==> src/rtl/butterfly_sm_pipe_if.sv <==
// rtl/butterfly_sm_pipe_if.sv - operand/result handshake bundle for the butterfly stage
interface butterfly_sm_pipe_if #(
    parameter int N = 8
);
    logic             in_valid;
    logic             in_ready;
    logic [2*N-1:0]   in_a;
    logic [2*N-1:0]   in_bw;
    logic             in_mul_ovf;
    logic             out_valid;
    logic             out_ready;
    logic [2*N-1:0]   out_x0;
    logic [2*N-1:0]   out_x1;
    logic             out_ovf;

    modport slave (
        input  in_valid, in_a, in_bw, in_mul_ovf, out_ready,
        output in_ready, out_valid, out_x0, out_x1, out_ovf
    );

    modport master (
        output in_valid, in_a, in_bw, in_mul_ovf, out_ready,
        input  in_ready, out_valid, out_x0, out_x1, out_ovf
    );
endinterface

==> src/rtl/butterfly_sm_pipe.sv <==
// rtl/butterfly_sm_pipe.sv - 2-stage sign-magnitude radix-2 butterfly (X0=A+BW, X1=A-BW)
module butterfly_sm_pipe #(
    parameter int N     = 8,
    parameter int Q     = 6,
    parameter int CNT_W = 8
) (
    input  logic             clk,
    input  logic             rst_n,
    butterfly_sm_pipe_if.slave bus,
    input  logic             ovf_clr,
    output logic             ovf_sticky,
    output logic [CNT_W-1:0] pair_cnt
);
    localparam int M = N - 1;
    localparam logic [M-1:0] MAG_MAX = '1;

    if (Q > N - 1) begin : g_bad_q
        $error("Q exceeds the magnitude width");
    end

    // Returns {overflow, sign, magnitude}; -0 operands are folded to +0 first.
    function automatic logic [N:0] sm_add(input logic sa, input logic [M-1:0] ma,
                                          input logic sb, input logic [M-1:0] mb,
                                          input logic a_gt, input logic a_eq);
        logic         sa_e;
        logic         sb_e;
        logic [M:0]   sum;
        logic [N:0]   r;
        sa_e = sa & (|ma);
        sb_e = sb & (|mb);
        sum  = {1'b0, ma} + {1'b0, mb};
        r    = '0;
        if (sa_e == sb_e) begin
            if (sum[M]) r = {1'b1, sa_e, MAG_MAX};
            else        r = {1'b0, sa_e, sum[M-1:0]};
        end else if (a_eq) begin
            r = '0;
        end else if (a_gt) begin
            r = {1'b0, sa_e, ma - mb};
        end else begin
            r = {1'b0, sb_e, mb - ma};
        end
        return r;
    endfunction

    logic             s1_valid_q;
    logic [2*N-1:0]   a_q;
    logic [2*N-1:0]   bw_q;
    logic             mulovf_q;
    logic [1:0]       gt_q;
    logic [1:0]       eq_q;
    logic             s2_valid_q;
    logic [2*N-1:0]   x0_q;
    logic [2*N-1:0]   x1_q;
    logic             ovf_q;
    logic             sticky_q;
    logic             sticky_d;
    logic [CNT_W-1:0] cnt_q;
    logic [CNT_W-1:0] cnt_d;

    logic             s1_adv;
    logic             s2_adv;
    logic             deliver;
    logic [1:0]       gt_d;
    logic [1:0]       eq_d;
    logic [N:0]       re0;
    logic [N:0]       re1;
    logic [N:0]       im0;
    logic [N:0]       im1;
    logic [2*N-1:0]   x0_d;
    logic [2*N-1:0]   x1_d;
    logic             ovf_d;

    assign s2_adv       = !s2_valid_q || bus.out_ready;
    assign s1_adv       = !s1_valid_q || s2_adv;
    assign bus.in_ready = s1_adv;
    assign deliver      = s2_valid_q && bus.out_ready;

    assign gt_d = {bus.in_a[2*N-2:N] > bus.in_bw[2*N-2:N], bus.in_a[N-2:0] > bus.in_bw[N-2:0]};
    assign eq_d = {bus.in_a[2*N-2:N] == bus.in_bw[2*N-2:N], bus.in_a[N-2:0] == bus.in_bw[N-2:0]};

    // X1 reuses the adder with BW's sign flipped; the registered compare is sign-independent.
    assign re0 = sm_add(a_q[2*N-1], a_q[2*N-2:N], bw_q[2*N-1], bw_q[2*N-2:N], gt_q[1], eq_q[1]);
    assign re1 = sm_add(a_q[2*N-1], a_q[2*N-2:N], ~bw_q[2*N-1], bw_q[2*N-2:N], gt_q[1], eq_q[1]);
    assign im0 = sm_add(a_q[N-1], a_q[N-2:0], bw_q[N-1], bw_q[N-2:0], gt_q[0], eq_q[0]);
    assign im1 = sm_add(a_q[N-1], a_q[N-2:0], ~bw_q[N-1], bw_q[N-2:0], gt_q[0], eq_q[0]);

    assign x0_d  = {re0[N-1:0], im0[N-1:0]};
    assign x1_d  = {re1[N-1:0], im1[N-1:0]};
    assign ovf_d = mulovf_q | re0[N] | re1[N] | im0[N] | im1[N];

    always_comb begin
        sticky_d = sticky_q;
        cnt_d    = cnt_q;
        if (deliver && ovf_q) sticky_d = 1'b1;
        else if (ovf_clr)     sticky_d = 1'b0;
        if (deliver)          cnt_d = cnt_q + 1'b1;
    end

    always_ff @(posedge clk or negedge rst_n) begin
        if (!rst_n) begin
            s1_valid_q <= 1'b0;
            a_q        <= '0;
            bw_q       <= '0;
            mulovf_q   <= 1'b0;
            gt_q       <= '0;
            eq_q       <= '0;
            s2_valid_q <= 1'b0;
            x0_q       <= '0;
            x1_q       <= '0;
            ovf_q      <= 1'b0;
            sticky_q   <= 1'b0;
            cnt_q      <= '0;
        end else begin
            if (s1_adv) begin
                s1_valid_q <= bus.in_valid;
                if (bus.in_valid) begin
                    a_q      <= bus.in_a;
                    bw_q     <= bus.in_bw;
                    mulovf_q <= bus.in_mul_ovf;
                    gt_q     <= gt_d;
                    eq_q     <= eq_d;
                end
            end
            if (s2_adv) begin
                s2_valid_q <= s1_valid_q;
                if (s1_valid_q) begin
                    x0_q  <= x0_d;
                    x1_q  <= x1_d;
                    ovf_q <= ovf_d;
                end
            end
            sticky_q <= sticky_d;
            cnt_q    <= cnt_d;
        end
    end

    assign bus.out_valid = s2_valid_q;
    assign bus.out_x0    = x0_q;
    assign bus.out_x1    = x1_q;
    assign bus.out_ovf   = ovf_q;
    assign ovf_sticky    = sticky_q;
    assign pair_cnt      = cnt_q;
endmodule

==> src/flat_wrapper.sv <==
// flat-port wrapper written by rule: the top's interface ports become plain ports
module butterfly_sm_pipe_flat 
#(
    parameter int N     = 8,
    parameter int Q     = 6,
    parameter int CNT_W = 8
)
  (clk, rst_n, ovf_clr, ovf_sticky, pair_cnt, bus_in_valid, bus_in_a, bus_in_bw, bus_in_mul_ovf, bus_out_ready, bus_in_ready, bus_out_valid, bus_out_x0, bus_out_x1, bus_out_ovf);
  butterfly_sm_pipe_if #(.N(N)) bus_i ();
  input  logic clk;
  input  logic rst_n;
  input  logic ovf_clr;
  output logic ovf_sticky;
  output logic [CNT_W-1:0] pair_cnt;
  input wire logic [$bits(bus_i.in_valid)-1:0] bus_in_valid;
  input wire logic [$bits(bus_i.in_a)-1:0] bus_in_a;
  input wire logic [$bits(bus_i.in_bw)-1:0] bus_in_bw;
  input wire logic [$bits(bus_i.in_mul_ovf)-1:0] bus_in_mul_ovf;
  input wire logic [$bits(bus_i.out_ready)-1:0] bus_out_ready;
  output wire logic [$bits(bus_i.in_ready)-1:0] bus_in_ready;
  output wire logic [$bits(bus_i.out_valid)-1:0] bus_out_valid;
  output wire logic [$bits(bus_i.out_x0)-1:0] bus_out_x0;
  output wire logic [$bits(bus_i.out_x1)-1:0] bus_out_x1;
  output wire logic [$bits(bus_i.out_ovf)-1:0] bus_out_ovf;
  assign bus_i.in_valid = bus_in_valid;
  assign bus_i.in_a = bus_in_a;
  assign bus_i.in_bw = bus_in_bw;
  assign bus_i.in_mul_ovf = bus_in_mul_ovf;
  assign bus_i.out_ready = bus_out_ready;
  assign bus_in_ready = bus_i.in_ready;
  assign bus_out_valid = bus_i.out_valid;
  assign bus_out_x0 = bus_i.out_x0;
  assign bus_out_x1 = bus_i.out_x1;
  assign bus_out_ovf = bus_i.out_ovf;
  butterfly_sm_pipe #(.N(N), .Q(Q), .CNT_W(CNT_W)) u_core (.clk(clk), .rst_n(rst_n), .bus(bus_i), .ovf_clr(ovf_clr), .ovf_sticky(ovf_sticky), .pair_cnt(pair_cnt));
endmodule
==> config.mk <==
export PLATFORM = sky130hd
export DESIGN_NAME = butterfly_sm_pipe_flat
export DESIGN_NICKNAME = d
export VERILOG_FILES = /design/src/rtl/butterfly_sm_pipe_if.sv /design/src/rtl/butterfly_sm_pipe.sv /design/src/flat_wrapper.sv
export SDC_FILE = /design/constraint.sdc
export NUM_CORES = 1
export LEC_CHECK = 0
export ABC_AREA = 1
export CAP_MARGIN = 15
export CORE_AREA = 2 2 123 125
export CTS_CLUSTER_DIAMETER = 80
export DETAILED_ROUTE_END_ITERATION = 16
export DIE_AREA = 0 0 125 127
export PLACE_DENSITY = 0.66
export SETUP_SLACK_MARGIN = 0.5
export SYNTH_ARGS = -nofsm -noshare
export SYNTH_HDL_FRONTEND = slang
export SYNTH_SLANG_ARGS = --single-unit
==> constraint.sdc <==
create_clock -name clk -period 4.56 [get_ports clk]
set_clock_uncertainty 0.1 [all_clocks]
set_input_delay 0.912 -clock clk [delete_from_list [all_inputs] [get_ports clk]]
set_output_delay 0.912 -clock clk [all_outputs]
set_load 0.01 [all_outputs]
# Word-level counts from Yosys, hierarchy flattened
# Index checks and enable logic that the tools add are counted.
# totals
ff_bits	81
out_inout_bits	44
# classes
addsub	7
n_lt_le_gt_ge	2
eq_ne	6
muxes	16
bitwise_logic	12
reduce_logical	13
# ops
cell	n
two-way mux 9 bit	10
two-way mux 8 bit	4
OR reduction 7 bit	4
subtractor 7 bit	4
adder 7 x 7 -> 8 bit	2
equality test 7 bit	2
> comparator 7 bit	2
adder 8 x 1 -> 8 bit (second input constant)	1
bitwise AND 1 bit	6
equality test 1 bit	4
bitwise OR 1 bit	4
AND reduction 2 bit	2
logical AND 1 bit	2
zero test 1 bit	2
logical OR 1 bit	2
two-way mux 1 bit	2
inverter 1 bit	2
nonzero test 2 bit	1

# Depth between registers and ports, before layout
# depth
depth_word	9
depth_mapped	15
mapped_depth_nobuf	15

# Worst setup path before layout
# OpenSTA, ideal clock, no wires.
# synth_timing
path_kind	input-to-output
start	input bus_out_ready
end	output bus_in_ready
t_arrival_ps	1110
required_time_ps	3548
path_slack_ps	2438
stages	2
cell_sequence	inv_1 > nand3_1
# synth_between
elab_chain_len	2
# synth_lines
element	line_no	rtl
from (decl)	flat_wrapper.sv:19	input wire logic [$bits(bus_i.out_ready)-1:0] bus_out_ready;
logical OR 1 bit	butterfly_sm_pipe.sv:74	assign s2_adv = !s2_valid_q || bus.out_ready;
logical OR 1 bit	butterfly_sm_pipe.sv:75	assign s1_adv = !s1_valid_q || s2_adv;
to (decl)	flat_wrapper.sv:20	output wire logic [$bits(bus_i.in_ready)-1:0] bus_in_ready;
# No other way between the ends.

# Worst setup path after layout
# Ends and elaborated chain as after synthesis.

==> results.cfg <==
[global_routing]
first_global_vias = 4633
grt_start_max_net_pins = 82
grt_overflow = 0
grtUsageTotal_pct = 17.4
antenna_found_initial = 0
grt_pass1_wl_um = 22600

[route]
firstDrtPassIters = 4
drt_iter0_markers = 248
wl_um = 13200
vias_per_cell = 4.82
wire_per_inst_um = 12.7
drc_errors = 0
antenna_left = 0
vias = 5010

[logic_synthesis]
synth_fp_nets = 876
synth-main-ff-cell = dfrtp_1
synth.distinct_cells = 34
synthCells = 778
synth_area_per_cell_um2 = 7.37
syn_area_um2 = 5730
seq_area_frac_synth_pct = 35.3
async_reset_ff_share_pct = 100
synth_seq_cells = 81
yosysWarnings = 0
synth-edff-count = 0

[clock_tree]
path_clk_slew_ps = 60
numCtsBuffers = 9
post_cts_buffers = 0
cts_hold_buf = 0
htreeDepth = 3
clk_latency_ps = 340
cts_tree = built
clock-sinks = 81
root_buffer = clkbuf_16
cts_resized = 0
clk_path_buf_depth = 2

[worst_setup_path]
required_ps = 3550
worst_path_max_delay_cell = clkdlybuf4s50_1
worst-r2r-setup-slack_ps = 2360
endpoint_kind = primary output
worst_ep_arrival_time_ps = 2280
slowest_delay_ps = 600
critPathLaunchType = input port
path_class = input port to primary output
path_cells = clkdlybuf4s50_1 -> inv_1 -> nand3_1 -> clkdlybuf4s50_1
critPathMaxFanout = 3
cp_common_cell = clkdlybuf4s50_1
r2r.worst_path.cells = 15

[final_layout]
antenna_cells = 0
fillCellCount = 1471
stdcell_count = 1040
final_util_pct = 48.2
nNetsFinal = 950
multiInputGateArea_um2 = 3190
synthToLayoutAreaGrowth_pct = 21.3
ff_latch_area_um2 = 2030
layout-drive-gt1-share_pct = 7.36

[power]
power_density_nw_per_um2 = 494
leakagePower_uw = 0.00360
ir_worst_vdd_mv = 0.212
finalPower_uw = 3430

[sta]
max_freq_ghz = 0.304
rsz0062_at_grt = false
finalCritPeriodShare_pct = 72.2
tns_ps = 0
setup_viol = 0
finalHoldViolCount = 0
finalWorstSetupSlack_ps = 1270
tightest_slew_ps = 1040
relSlewSlack_pct = 31.0
post-route-min-period_ps = 3290
finalMaxSlewViolations = 0

[die]
ios = 82
die_h_um = 127
die_x_um = 125
fp.coreArea_um2 = 14400
rows = 44
die-area_um2 = 15900
initial_core_util_pct = 39.8

[worst_hold_path]
holdPathStages = 1
hold_path_class = flip-flop to flip-flop

[placed_design]
routabilityCongestion = 0.856
placed_cells = 1025
port_buffers = 81
dp_worst_setup_slack_ps = 1290
hpwl_um = 10300

[run]
drv_cap = 0

[outcome]
status = completed
-- cells in the mapped netlist (all sizes together) (7+ instances only) --
| master | count | area (um2) |
|---|---|---|
| nand2 | 274 | 1080 |
| inv | 104 | 393 |
| dfrtp | 81 | 2030 |
| o21ai | 69 | 349 |
| nor2 | 57 | 239 |
| nand3 | 56 | 320 |
| ha | 54 | 676 |
| a21oi | 19 | 118 |
| nand4 | 15 | 93.8 |
| buf | 13 | 90.1 |
| xnor2 | 7 | 61.3 |
-- area by class of cell --
class | count | area share, %
clock buffer | 12 | 3.69
inverter | 104 | 5.65
tap | 184 | 3.31
clock inverter | 3 | 0.576
timing repair buffer | 82 | 11.7
multi-input combinational | 574 | 45.9
sequential | 81 | 29.1
-- cell usage in the layout (no fill, tap or decap), drive strengths merged --
cell type,synthesis,routed
a21o,1,1
a21oi,19,19
a22oi,2,2
and2,2,2
buf,13,2
bufinv,0,1
clkbuf,6,12
clkdlybuf4s50,0,80
clkinv,0,2
dfrtp,81,81
fa,6,6
ha,54,54
inv,104,104
nand2,274,274
nand3,56,56
nand3b,3,3
nand4,15,15
nor2,57,57
nor3,1,1
o211ai,2,2
o21ai,69,69
o21bai,2,2
xnor2,7,7
xor2,4,4
-- through the flow --
stage	hold slack, ps	cell area (um2)
after floorplan	350	5730
after global placement	363	6660
after detailed placement	366	6660
after CTS	377	6950
after global routing	398	6950
final	375	6950
-- registers in the layout, indices dropped and copies added, names as in the netlist --
| name | cells |
|---|---|
| u_core.eq_q | 2 |
| u_core.s1_valid_q | 1 |
| u_core.bus.out_x1 | 16 |
| u_core.bus.out_ovf | 1 |
| u_core.ovf_sticky | 1 |
| u_core.gt_q | 2 |
| u_core.mulovf_q | 1 |
| u_core.bus.out_valid | 1 |
| u_core.bus.out_x0 | 16 |
| u_core.bw_q | 16 |
| u_core.pair_cnt | 8 |
| u_core.a_q | 16 |
-- cell families (layout without fill, tap and decap cells) --
family	Yosys count	count (layout)	share of synthesized area (%)
compound gates	95	95	9.06
xor+xnor	11	11	1.68
fa+ha+maj	60	60	13.9
buf+inv	123	201	8.99
flops	81	81	35.3
simple gates	408	408	31.0
-- worst paths after layout --
path,startpoint,to
max,bus_out_ready,bus_in_ready
min,u_core.pair_cnt[7]$_DFFE_PN0P_,u_core.pair_cnt[7]$_DFFE_PN0P_
max reg2reg,u_core.a_q[0]$_DFFE_PN0P_,u_core.bus.out_x1[6]$_DFFE_PN0P_
min reg2reg,u_core.pair_cnt[7]$_DFFE_PN0P_,u_core.pair_cnt[7]$_DFFE_PN0P_
max in group asynchronous,rst_n,u_core.a_q[13]$_DFFE_PN0P_
min in group asynchronous,rst_n,u_core.bus.out_x0[5]$_DFFE_PN0P_
-- critical path: cells and delay by family --
| family | cells | cell delay, ps |
|---|---|---|
| buf+inv | 3 | 1150 |
| simple gates | 1 | 220 |
-- power breakdown --
part	switching (uW)	internal [uW]	leakage (uW)
Combinational	889	712	0.00246
Clock	273	449	0.000148
Sequential	171	940	0.000993
-- layer usage --
| metal | track usage [%] | part of all wire (%) | vias up |
|---|---|---|---|
| li1 | - | - | 2608 |
| met1 | 27.9 | 55 | 2253 |
| met2 | 23.1 | 39 | 135 |
| met3 | 2.68 | 4.8 | 14 |
| met4 | 6.67 | 1.6 | 0 |
| met5 | 0 | 0 | - |
No activity file was read; power rests on OpenSTA's default activity.
